## src/rtl/std_sdiv_pkg.sv

```systemverilog
// Shared types and sizing helpers for the iterative signed divider.
package std_sdiv_pkg;

    typedef enum logic [1:0] {
        IDLE = 2'd0,
        RUN  = 2'd1,
        DONE = 2'd2
    } sdiv_state_t;

    function automatic int unsigned sdiv_cnt_w(input int unsigned width);
        return $clog2(width + 1);
    endfunction

endpackage

```

## src/rtl/std_sdiv_step.sv

```systemverilog
// One restoring shift-subtract iteration on unsigned magnitudes.
module std_sdiv_step #(
    parameter int unsigned width = 32
) (
    input  logic [width:0]   i_rem,
    input  logic [width-1:0] i_dividend,
    input  logic [width-1:0] i_divisor,
    output logic [width:0]   o_rem,
    output logic [width-1:0] o_dividend
);

    logic [width:0] w_shift;
    logic [width:0] w_divisor;

    // The remainder never exceeds the divisor, so its top bit drops off the shift.
    assign w_shift   = (width + 1)'({i_rem, i_dividend[width-1]});
    assign w_divisor = {1'b0, i_divisor};

    always_comb begin
        o_rem      = w_shift;
        o_dividend = {i_dividend[width-2:0], 1'b0};
        if (w_shift >= w_divisor) begin
            o_rem         = w_shift - w_divisor;
            o_dividend[0] = 1'b1;
        end
    end

endmodule

```

## src/rtl/std_sdiv_pipe.sv

```systemverilog
// Multi-cycle signed divider (quotient + remainder) under a go/done handshake.
// Optional STD_SDIV_PIPE_ZERO_FASTPATH_EN skips the iterations for a zero operand.
module std_sdiv_pipe
    import std_sdiv_pkg::*;
#(
    parameter int unsigned width = 32
) (
    input  logic             clk,
    input  logic             reset,
    input  logic             go,
    input  logic [width-1:0] left,
    input  logic [width-1:0] right,
    output logic [width-1:0] out_quotient,
    output logic [width-1:0] out_remainder,
    output logic             done
);

    localparam int unsigned CW = sdiv_cnt_w(width);
    localparam logic [CW-1:0] LAST = CW'(width - 1);

    sdiv_state_t      r_state, w_state_nxt;
    logic [CW-1:0]    r_cnt, w_cnt_nxt;
    logic [width:0]   r_rem, w_rem_nxt;
    logic [width-1:0] r_dvd, w_dvd_nxt;
    logic [width-1:0] r_dsr, w_dsr_nxt;
    logic [width-1:0] r_left, w_left_nxt;
    logic             r_sign_q, w_sign_q_nxt;
    logic             r_sign_r, w_sign_r_nxt;
    logic             r_den_zero, w_den_zero_nxt;
    logic [width-1:0] r_quo_out, w_quo_out_nxt;
    logic [width-1:0] r_rem_out, w_rem_out_nxt;
    logic             r_done, w_done_nxt;

    logic [width-1:0] w_abs_l, w_abs_r;
    logic [width:0]   w_step_rem;
    logic [width-1:0] w_step_dvd;

    assign w_abs_l = left[width-1]  ? -left  : left;
    assign w_abs_r = right[width-1] ? -right : right;

    std_sdiv_step #(.width(width)) u_step (
        .i_rem      (r_rem),
        .i_dividend (r_dvd),
        .i_divisor  (r_dsr),
        .o_rem      (w_step_rem),
        .o_dividend (w_step_dvd)
    );

    always_ff @(posedge clk or posedge reset) begin
        if (reset) begin
            r_state    <= IDLE;
            r_cnt      <= '0;
            r_rem      <= '0;
            r_dvd      <= '0;
            r_dsr      <= '0;
            r_left     <= '0;
            r_sign_q   <= 1'b0;
            r_sign_r   <= 1'b0;
            r_den_zero <= 1'b0;
            r_quo_out  <= '0;
            r_rem_out  <= '0;
            r_done     <= 1'b0;
        end else begin
            r_state    <= w_state_nxt;
            r_cnt      <= w_cnt_nxt;
            r_rem      <= w_rem_nxt;
            r_dvd      <= w_dvd_nxt;
            r_dsr      <= w_dsr_nxt;
            r_left     <= w_left_nxt;
            r_sign_q   <= w_sign_q_nxt;
            r_sign_r   <= w_sign_r_nxt;
            r_den_zero <= w_den_zero_nxt;
            r_quo_out  <= w_quo_out_nxt;
            r_rem_out  <= w_rem_out_nxt;
            r_done     <= w_done_nxt;
        end
    end

    always_comb begin
        w_state_nxt    = r_state;
        w_cnt_nxt      = r_cnt;
        w_rem_nxt      = r_rem;
        w_dvd_nxt      = r_dvd;
        w_dsr_nxt      = r_dsr;
        w_left_nxt     = r_left;
        w_sign_q_nxt   = r_sign_q;
        w_sign_r_nxt   = r_sign_r;
        w_den_zero_nxt = r_den_zero;
        w_quo_out_nxt  = r_quo_out;
        w_rem_out_nxt  = r_rem_out;
        w_done_nxt     = 1'b0;
        case (r_state)
            IDLE: begin
                if (go) begin
                    w_dvd_nxt      = w_abs_l;
                    w_dsr_nxt      = w_abs_r;
                    w_left_nxt     = left;
                    w_sign_q_nxt   = left[width-1] ^ right[width-1];
                    w_sign_r_nxt   = left[width-1];
                    w_den_zero_nxt = (right == '0);
                    w_rem_nxt      = '0;
                    w_cnt_nxt      = '0;
                    w_state_nxt    = RUN;
`ifdef STD_SDIV_PIPE_ZERO_FASTPATH_EN
                    if ((left == '0) || (right == '0)) begin
                        w_state_nxt = DONE;
                    end
`endif
                end
            end
            RUN: begin
                if (!go) begin
                    w_state_nxt = IDLE;
                end else begin
                    w_rem_nxt = w_step_rem;
                    w_dvd_nxt = w_step_dvd;
                    w_cnt_nxt = r_cnt + CW'(1);
                    if (r_cnt == LAST) begin
                        w_state_nxt = DONE;
                    end
                end
            end
            DONE: begin
                // Divide-by-zero results are forced here, independent of the datapath.
                if (r_den_zero) begin
                    w_quo_out_nxt = '1;
                    w_rem_out_nxt = r_left;
                end else begin
                    w_quo_out_nxt = r_sign_q ? -r_dvd : r_dvd;
                    w_rem_out_nxt = r_sign_r ? -r_rem[width-1:0] : r_rem[width-1:0];
                end
                w_done_nxt  = 1'b1;
                w_state_nxt = IDLE;
            end
            default: w_state_nxt = IDLE;
        endcase
    end

    assign out_quotient  = r_quo_out;
    assign out_remainder = r_rem_out;
    assign done          = r_done;

endmodule
```

## config.mk

```make
export PLATFORM = sky130hd
export DESIGN_NAME = std_sdiv_pipe
export DESIGN_NICKNAME = d
export VERILOG_FILES = /design/src/rtl/std_sdiv_pkg.sv /design/src/rtl/std_sdiv_step.sv /design/src/rtl/std_sdiv_pipe.sv
export SDC_FILE = /design/constraint.sdc
export NUM_CORES = 1
export LEC_CHECK = 0
export BUFFER_PORTS_ARGS = -buffer_cell sky130_fd_sc_hd__buf_2
export CORE_MARGIN = 4
export CORE_UTILIZATION = 34
export DETAILED_ROUTE_END_ITERATION = 12
export RECOVER_POWER = 50
export SLEW_MARGIN = 15
export SYNTH_ARGS = -nofsm -noshare
export SYNTH_HDL_FRONTEND = slang
export SYNTH_SLANG_ARGS = --single-unit
export TNS_END_PERCENT = 30
```

## constraint.sdc

```tcl
create_clock -name clk -period 13.2 [get_ports clk]
set_input_delay 2.64 -clock clk [delete_from_list [all_inputs] [get_ports clk]]
set_output_delay 2.64 -clock clk [all_outputs]
set_load 0.005 [all_outputs]
```

## After elaboration in Yosys (flattened, before gate mapping)

Cells that the tools add are included.
Widths: inputs -> output; s select.

- Register bits: 204
- Bits of input ports: 67
- Output and inout port bits: 65
- Logic and storage cells: 54

- Add/subtract/negate cells: 6
- Magnitude comparators: 1
- Equal/unequal tests: 6
- Multiplexer cells: 22
- Bitwise operators: 1
- Reductions and logical operators: 6

Operators with widths:

| operator | number |
|---|---|
| $mux 32 | 11 |
| $neg 32->32 | 4 |
| $pmux 32 s2 | 2 |
| $ge 33x32->1 | 1 |
| $logic_not 32->1 | 1 |
| $sub 32x32->32 | 1 |
| $mux 6 | 2 |
| $pmux 6 s2 | 1 |
| $add 6x1->6 const B | 1 |
| $eq 6x5->1 const B | 1 |
| $mux 2 | 3 |
| $ne 2x2->1 const B | 2 |
| $pmux 2 s2 | 1 |
| $reduce_and 2->1 | 2 |
| $ne 3x3->1 const B | 1 |
| $reduce_and 3->1 | 1 |
| $eq 2x1->1 const B | 1 |
| $eq 2x2->1 const B | 1 |
| $logic_not 2->1 | 1 |
| $mux 1 | 2 |
| $reduce_bool 2->1 | 1 |
| $xor 1x1->1 | 1 |

## Depth between registers and ports, before layout

- Depth after elaboration: 4
- Gate-level depth with buffers: 13
- Depth with buffers taken out: 13

## Cells and area by module

A second synthesis with hierarchy kept.

- Cell total of the unflattened synthesis: 1562
- Area, all modules: 13430.4 um^2

By module, submodules not included:

| module | instances | cells each | area each (um^2) | seq. area each (um^2) |
|---|---|---|---|---|
| std_sdiv_pipe | 1 | 1166 | 10785.3 | 5104.9 |
| std_sdiv_step | 1 | 396 | 2645.0 | 0.0 |

## Worst setup path before layout

Ideal clock, no wire load.

- Kind: input-to-reg
- From: in right[8]
- To: reg r_dsr[29]
- Setup time: 0.129 ns
- Arrival: 4.935 ns
- Required time: 13.071 ns
- Path slack: 8.137 ns
- Stages on the path: 8
- Buffers on the path: 0
- Cell sequence: or4_1 > or3_1 > or4_4 > nand3b_1 > or3_1 > o31ai_2 > xor2_1 > o21ai_1

- Cells in the longest elaborated chain, start to end: 2

Ends and longest elaborated chain:

| element | RTL line | RTL |
|---|---|---|
| start, declared | std_sdiv_pipe.sv:12 | `input logic [width-1:0] right,` |
| $neg 32->32 | std_sdiv_pipe.sv:39 | `assign w_abs_r = right[width-1] ? -right : right;` |
| $mux 32 | std_sdiv_pipe.sv:39 |  |
| end signal, assigned | std_sdiv_pipe.sv:68 | `r_dsr <= w_dsr_nxt;` |
| end, declared | std_sdiv_pipe.sv:25 | `logic [width-1:0] r_dsr, w_dsr_nxt;` |

No other way between the ends.
A chain may end at the register's enable or synchronous reset.

==> out/metrics.cfg <==
[status]
status = finished with violations
violations = capacitance limit, slew limit

[sta]
layout_min_cycle_time_ns = 6.969
fin_skew_ns = 0.01983
fin_setup_tns_ns = 0
setup_viol = 0
worstMarginPinSlew_ns = 6.454
hold_viol_final = 0
slew_viol_final = 356
finalCritPeriodShare_pct = 52.79
rsz0062_at_grt = no
slew_headroom_pct = -332.7
max_freq_mhz = 143.5
finalWorstSetupSlack_ns = 6.231

[pwr]
powerDensity_nw_per_um2 = 185.8
peakVddDrop_mv = 0.1175
p_leak_nw = 6.682
total_power_mw = 2.660

[hold_path]
hold_path_class = reg2reg
hold_depth = 2
min_from = r_dsr[31]

[placement]
gp_congestion = 0.8321
place_ws_ns = 7.824
port-buffer-count = 131
postPlaceCellArea_um2 = 13470
dp_hpwl_um = 24340
dp_cells = 2029

[layout]
layout-drive-gt1-share_pct = 11.96
finalNetCount = 1700
final_cell_area_um2 = 14320
final_cells = 2077
area_growth_pct = 15.37

[clock_tree]
cts_buffers = 25
cts_root_buffer = clkbuf_16
cts.sinks = 203
clockBufferDepth = 3
htree_levels = 1
clkTransAtPathRegs_ns = 0.06
hold_buffers = 0
clk_latency_ns = 0.54
cts_resized = 0
cts_tree = built
post_cts_buffers = 0

[worst_setup_path]
worstSetupEndpointType = async pin
crit_type = in2async
crit_path_start_kind = input pin
cp_num_cells = 2
cp_slowest_cell = clkinvlp_2
startpoint = reset
r2r-start = r_rem[18]
crit_family = buffers and inverters
path_buf_inv = 2
rr_worst_depth = 9
cp_data_required_time_ns = 12.64
cp_cell_sequence = clkbuf_1, clkinvlp_2
arrival_ns = 6.41
worst_path_largest_cell_delay_ns = 3.54
critical_path.max_fanout = 147

[logic_synthesis]
synth_top_area_share_pct = 40.94
netlist_area_um2 = 12410
synth-seq-cells = 203
yosysTopAreaCell = dfrtp_1
ys_top_cells_by_area = dfrtp_1, nand2_1, xor2_1
syn_inst = 1501
async_flop_share_pct = 100.0
synth_cell_types = 62
synthTopCellsByCount = nand2_1, dfrtp_1, o21ai_0
syn_area_per_cell_um2 = 8.267
synth_edf_count = 0
yosysMostFrequentCell = nand2_1
synth_ff_type = dfrtp_1
yosysSeqAreaShare_pct = 40.94
ys_warn_count = 0
synth_fp_nets = 1606

[die]
row_count = 69
start_util_pct = 34.64
fp.dieH_um = 199.0
die_x_um = 199.0
die_area_um2 = 39620
design.core.area_um2 = 35830
pin_count = 132

[global_routing]
antenna_found_initial = 1
grt_pass1_wl_um = 54050
track_usage_pct = 16.46
grt_start_max_net_pins = 148
grt_pass1_vias = 10190
gr-total-overflow = 0

[route]
drt-vias-per-instance = 5.138
ant_nets = 0
wirelength_um = 33180
drtPass1Iterations = 5
routedWlPerCell_um = 15.97
vias = 10670
route.detailed.drc = 0
drt_iter0_markers = 614

[job]
drv_cap = 5

[per-layer routing]
layer,GRT usage (%),wire (um),vias to the layer above
met2,26.43,14900,232
li1,-,-,5429
met3,2.117,1412,48
met5,0,0,-
met1,23.64,16090,4963
met4,4.078,784,0
[worst paths after layout]
check,slack [ns],endpoint
min in group asynchronous,4.09,done
worst max register to register,8.25,r_rem[19]
worst max-delay path,6.23,out_remainder[29]
worst min-delay path,0.48,r_dsr[31]
max in group clk,8.16,r_rem[19]
worst min register to register,0.48,r_dsr[31]
[cell type report]
type / instances / area, um^2
multi-input combinational: 1170 / 6864
clock inverter: 13 / 166.4
clock buffer: 33 / 705.7
fill: 3700 / 21510
sequential: 203 / 5080
tap: 461 / 576.8
inverter: 53 / 200.2
antenna: 2 / 5.005
timing repair buffer: 142 / 718.2
[sequential cells by signal (all words and copies together) (netlist names), 2 cells and up]
signal,count
out_quotient,32
out_remainder,32
r_dsr,32
r_dvd,32
r_left,32
r_rem,32
r_cnt,6
r_state,2
[where the power goes]
| group | internal [mW] | switching (mW) | total, mW |
|---|---|---|---|
| Combinational | 0.456 | 0.631 | 1.09 |
| Clock | 0.437 | 0.279 | 0.716 |
| Sequential | 0.717 | 0.139 | 0.857 |
[cell usage in the layout (no fill, tap or decap), types with 10 or more instances in the layout]
master	instances
a21o_1	19
a21oi_1	113
and3_1	12
buf_2	124
clkbuf_1	13
clkbuf_16	25
dfrtp_1	203
ha_1	37
inv_1	50
mux2i_1	22
nand2_1	284
nand3_1	20
nor2_1	119
nor3_1	14
o21ai_0	182
o22ai_1	10
o31ai_1	32
o41ai_1	20
or3_1	21
or4_1	17
xnor2_1	38
xor2_1	105
[logic make-up after synthesis]
group	after synthesis	share of synthesized area [%]
buf+inv	128	3.912
xor+xnor	143	10.09
simple gates	541	19.29
compound gates	426	20.10
fa+ha+maj	38	3.892
mux	22	1.775
flops	203	40.94
[metrics by stage]
stage	hold WS (ns)	util [%]
floorplan	0.4374	-
global placement	0.4568	37.59
detailed placement	0.4572	37.59
CTS	0.4813	40.02
global route	0.5030	39.95
finish	0.4765	39.96
(Power assumes the default switching activity.)
